**src/rtl/alu_pkg.sv**
```systemverilog
// Shared definitions for the ALU operand sequencer: FSM state encoding and status layout.
package alu_pkg;

    localparam int STATUS_W       = 4;
    localparam int STATUS_OVF_BIT = 3;

    localparam logic [1:0] ST_LOAD_A = 2'd0;
    localparam logic [1:0] ST_LOAD_B = 2'd1;
    localparam logic [1:0] ST_EXEC   = 2'd2;
    localparam logic [1:0] ST_OUT    = 2'd3;

    typedef enum logic [1:0] {
        S_LOAD_A = ST_LOAD_A,
        S_LOAD_B = ST_LOAD_B,
        S_EXEC   = ST_EXEC,
        S_OUT    = ST_OUT
    } alu_seq_state_t;

endpackage

```
**src/rtl/alu_out_reg.sv**
```systemverilog
// Result/status holding register: loads on capture, holds until accepted or aborted.
module alu_out_reg
    import alu_pkg::*;
#(
    parameter int m = 8
) (
    input  logic                clk,
    input  logic                rst_n,
    input  logic                capture,
    input  logic                accept,
    input  logic                abort,
    input  logic [m-1:0]        op_res,
    input  logic [STATUS_W-1:0] op_status,
    output logic [m-1:0]        result,
    output logic [STATUS_W-1:0] status,
    output logic                valid
);

    always_ff @(posedge clk or negedge rst_n) begin
        if (!rst_n) begin
            result <= '0;
            status <= '0;
            valid  <= 1'b0;
        end else begin
            // Abort and accept only drop valid; the captured data stays visible.
            if (abort || accept) begin
                valid <= 1'b0;
            end else if (capture) begin
                valid <= 1'b1;
            end
            if (capture) begin
                result <= op_res;
                status <= op_status;
            end
        end
    end

endmodule

```
**src/rtl/alu_operand_sequencer.sv**
```systemverilog
// Operand sequencer around the combinational ALU operators: loads A then B, runs one EXEC
// cycle, holds the result for the consumer and counts completed operations.
// Optional sticky overflow flag is built when ALU_STICKY_OVF_EN is defined.
module alu_operand_sequencer
    import alu_pkg::*;
#(
    parameter int m = 8
) (
    input  logic                i_clk,
    input  logic                i_rst_n,
    input  logic [m-1:0]        i_data,
    input  logic                i_valid,
    output logic                o_ready,
    input  logic                i_abort,
    output logic [m-1:0]        o_arg_A,
    output logic [m-1:0]        o_arg_B,
    input  logic [m-1:0]        i_res,
    input  logic [STATUS_W-1:0] i_status,
    output logic [m-1:0]        o_result,
    output logic [STATUS_W-1:0] o_status,
    output logic                o_valid,
    input  logic                i_ready,
    output logic [m-1:0]        o_op_count,
    output logic                o_sticky_ovf
);

    alu_seq_state_t state;
    logic           capture;
    logic           accept;

    assign o_ready = (state == S_LOAD_A) || (state == S_LOAD_B);
    assign capture = (state == S_EXEC) && !i_abort;
    assign accept  = (state == S_OUT) && i_ready && !i_abort;

    // Abort outranks every handshake, so a word offered alongside it is dropped.
    always_ff @(posedge i_clk or negedge i_rst_n) begin
        if (!i_rst_n) begin
            state      <= S_LOAD_A;
            o_arg_A    <= '0;
            o_arg_B    <= '0;
            o_op_count <= '0;
        end else if (i_abort) begin
            state <= S_LOAD_A;
        end else begin
            case (state)
                S_LOAD_A: begin
                    if (i_valid) begin
                        o_arg_A <= i_data;
                        state   <= S_LOAD_B;
                    end
                end
                S_LOAD_B: begin
                    if (i_valid) begin
                        o_arg_B <= i_data;
                        state   <= S_EXEC;
                    end
                end
                S_EXEC: begin
                    state <= S_OUT;
                end
                S_OUT: begin
                    if (i_ready) begin
                        o_op_count <= o_op_count + 1'b1;
                        state      <= S_LOAD_A;
                    end
                end
                default: begin
                    state <= S_LOAD_A;
                end
            endcase
        end
    end

    alu_out_reg #(
        .m(m)
    ) u_out_reg (
        .clk      (i_clk),
        .rst_n    (i_rst_n),
        .capture  (capture),
        .accept   (accept),
        .abort    (i_abort),
        .op_res   (i_res),
        .op_status(i_status),
        .result   (o_result),
        .status   (o_status),
        .valid    (o_valid)
    );

`ifdef ALU_STICKY_OVF_EN
    logic sticky_ovf;

    // Clear beats set when abort lands on the capture edge.
    always_ff @(posedge i_clk or negedge i_rst_n) begin
        if (!i_rst_n) begin
            sticky_ovf <= 1'b0;
        end else if (i_abort) begin
            sticky_ovf <= 1'b0;
        end else if (capture && i_status[STATUS_OVF_BIT]) begin
            sticky_ovf <= 1'b1;
        end
    end

    assign o_sticky_ovf = sticky_ovf;
`else
    assign o_sticky_ovf = 1'b0;
`endif

endmodule

```
**config.mk**
```make
export PLATFORM = sky130hd
export DESIGN_NAME = alu_operand_sequencer
export DESIGN_NICKNAME = d
export VERILOG_FILES = /design/src/rtl/alu_pkg.sv /design/src/rtl/alu_out_reg.sv /design/src/rtl/alu_operand_sequencer.sv
export SDC_FILE = /design/constraint.sdc
export NUM_CORES = 1
export LEC_CHECK = 0
export CAP_MARGIN = 0
export CORE_MARGIN = 3
export CORE_UTILIZATION = 35
export DETAILED_ROUTE_END_ITERATION = 12
export GPL_TIMING_DRIVEN = 0
export PLACE_DENSITY = 0.66
export SLEW_MARGIN = 20
export SYNTH_ARGS = -nofsm -noshare
export SYNTH_HDL_FRONTEND = slang
export SYNTH_SLANG_ARGS = --single-unit
```
**constraint.sdc**
```tcl
create_clock -name i_clk -period 3.6 [get_ports i_clk]
set_clock_uncertainty 0.1 [all_clocks]
set_input_delay 0.72 -clock i_clk [delete_from_list [all_inputs] [get_ports i_clk]]
set_output_delay 0.72 -clock i_clk [all_outputs]
set_load 0.02 [all_outputs]
```
==> flow_summary.ini <==
[outcome]
status = completed

[cells_and_area]
final_cells = 235
final_common_cell = clkdlybuf4s50_1
final_cell_mix = clkdlybuf4s50_1, dfrtp_1, mux2_2
antenna_cells = 0
seq_area_um2 = 976
fin_nets = 212
multi_input_area_um2 = 642
drive_above_1_share_pct = 26.2
area_growth_pct = 48.2
nFillCells = 369
final_area_mm2 = 0.00244

[setup_path]
r2r_setup_slack_ns = 1.90
critPathLaunchType = register
r2r_end = u_out_reg.result[4]$_DFFE_PN0P_
ff2ff_path_depth = 5
critPathMaxFanout = 4
arrival_ns = 1.88
critPathKind = reg2out
cp_data_required_time_ns = 2.78
worstReg2RegStart = state[0]$_DFFE_PN0P_
cp-startpoint = state[0]$_DFFE_PN0P_
critical_path.endpoint_type = primary output

[clock_network]
cts_root_buffer = clkbuf_8
postCtsHoldBufs = 0
cts_tree = done
htree_levels = 2
clock-sinks = 39
cts_resized = 0
clock_latency_ns = 0.28
cts.clk_slew.worst_paths_ns = 0.07
cts_max_path_buffers = 2
post_cts_buffers = 0
numCtsBuffers = 5

[floorplan]
start_util_pct = 37.0
num_rows = 24
dieWidth_um = 74.5
core-area_mm2 = 0.00444
die_area_mm2 = 0.00556
fp.dieH_um = 74.5
ios = 64

[hold_path]
hold_path.class = in2async

[placement]
gp_congestion = 0.764
io_buffer_count = 62
dpl.hpwl_mm = 2.72
place_area_mm2 = 0.00235
place_inst = 227

[detailed_routing]
firstDrtPassIters = 4
drtIter0Drc = 56
drc = 0
ant_nets = 0
via_count = 1161
routedWlPerCell_um = 14.9
via_per_inst = 4.94
wl_mm = 3.50

[global_routing]
antenna_found_initial = 0
gr-usage-all-layers_pct = 14.1
grt_max_degree = 23
grt_pass1_vias = 1267
grt-ovfl-total = 0
grt_first_pass_wirelength_mm = 5.91

[job]
maxCapViolations = 0

[synth]
yosys_warnings = 0
syn-num-nets = 142
synth-edff-count = 0
netlist_area_mm2 = 0.00164
synth_seq_cells = 39
yosysSeqAreaShare_pct = 59.4
ys.flop_type = dfrtp_1
async_flop_share_pct = 100
avgSynthCellArea_um2 = 14.7
synthDistinctLibCells = 26
synthCells = 112

[power_and_ir_drop]
peakVddDrop_uv = 518
finalPower_w = 0.00195
p_per_area_mw_per_mm2 = 801
p_leak_nw = 1.09

[sta]
worst_hold_slack_ns = 0.271
min_period_ns = 2.70
final.setup.tns_ns = 0
post-route-period-util_pct = 75.1
drv_slew = 0
finalHoldViolCount = 0
rsz0062_at_grt = false
fmax_ghz = 0.370
setup_viol = 0
## synthesized netlist by cell type, types with 2 or more instances
library cell / number / area, um2
dfrtp_1: 39 / 976
mux2_2: 28 / 315
ha_1: 5 / 62.6
xor2_1: 5 / 43.8
nand2_1: 4 / 15.0
nor2_1: 4 / 15.0
a21oi_1: 2 / 10.0
inv_1: 2 / 7.51
nand2_2: 2 / 12.5
nand4_1: 2 / 12.5
nor2b_2: 2 / 17.5
nor3_2: 2 / 20.0
xnor2_1: 2 / 17.5
## registers in the layout, indices dropped and copies added, names as in the netlist
signal,flops
o_arg_A,8
u_out_reg.result,8
o_op_count,8
state,2
u_out_reg.status,4
o_arg_B,8
u_out_reg.valid,1
## cells by family after synthesis
logic type	share of synthesized area, %
xor gates and xnor gates	3.73
other	0.228
and+or+nand+nor	8.68
DFF	59.4
AOI/OAI and AO/OA	2.51
adders and majority gates	3.81
muxes	20.1
buffers and inverters	1.60
## critical path: stages (launching register included)
cell and delay, ns:
dfrtp_1 0.41, inv_1 0.09, ha_1 0.25, or2_2 0.31
clkdlybuf4s50_1 0.54
## metal layers
layer | GRT usage, % | wire length, um
met4 | 4.55 | 32
met2 | 24.7 | 1780
met1 | 15.4 | 1370
met5 | 0 | 0
met3 | 5.95 | 322
## through the flow
| stage | setup WS (ns) | utilization (%) |
|---|---|---|
| 2_1_floorplan | 1.77 | - |
| 3_3_place_gp | 0.861 | 52.4 |
| 3_5_place_dp | 1.20 | 52.9 |
| 4_1_cts | 0.878 | 54.8 |
| 5_1_grt | 0.808 | 54.8 |
| 6_report | 0.898 | 54.8 |
## layout make-up
class / instances / area share (%)
clock inverters: 2 / 0.513
clock buffers: 6 / 2.98
flip-flops and latches: 39 / 40.0
multi-input cells: 69 / 26.3
repair buffers: 63 / 26.4
well taps: 52 / 2.67
inverters: 2 / 0.308
plain buffers: 2 / 0.770
## power by group
| part | total, W | switching [W] | internal [W] | leakage, nW |
|---|---|---|---|---|
| clock network | 0.000276 | 0.000141 | 0.000135 | 0.0412 |
| logic | 0.000955 | 0.000443 | 0.000512 | 0.559 |
| registers | 0.000722 | 0.000103 | 0.000619 | 0.485 |
| total | 0.00195 | 0.000687 | 0.00127 | 1.09 |
## worst max-delay path by stage
stage | endpoint | cells after the start | slack (ns)
2_1_floorplan | o_ready | 3 | 1.77
3_3_place_gp | o_arg_A[4]$_DFFE_PN0P_ | 1 | 0.86
6_report | o_ready | 4 | 0.90
4_1_cts | o_ready | 4 | 0.88
3_5_place_dp | o_ready | 4 | 1.20
5_1_grt | o_ready | 4 | 0.81
No activity file was read; power rests on OpenSTA's default activity.
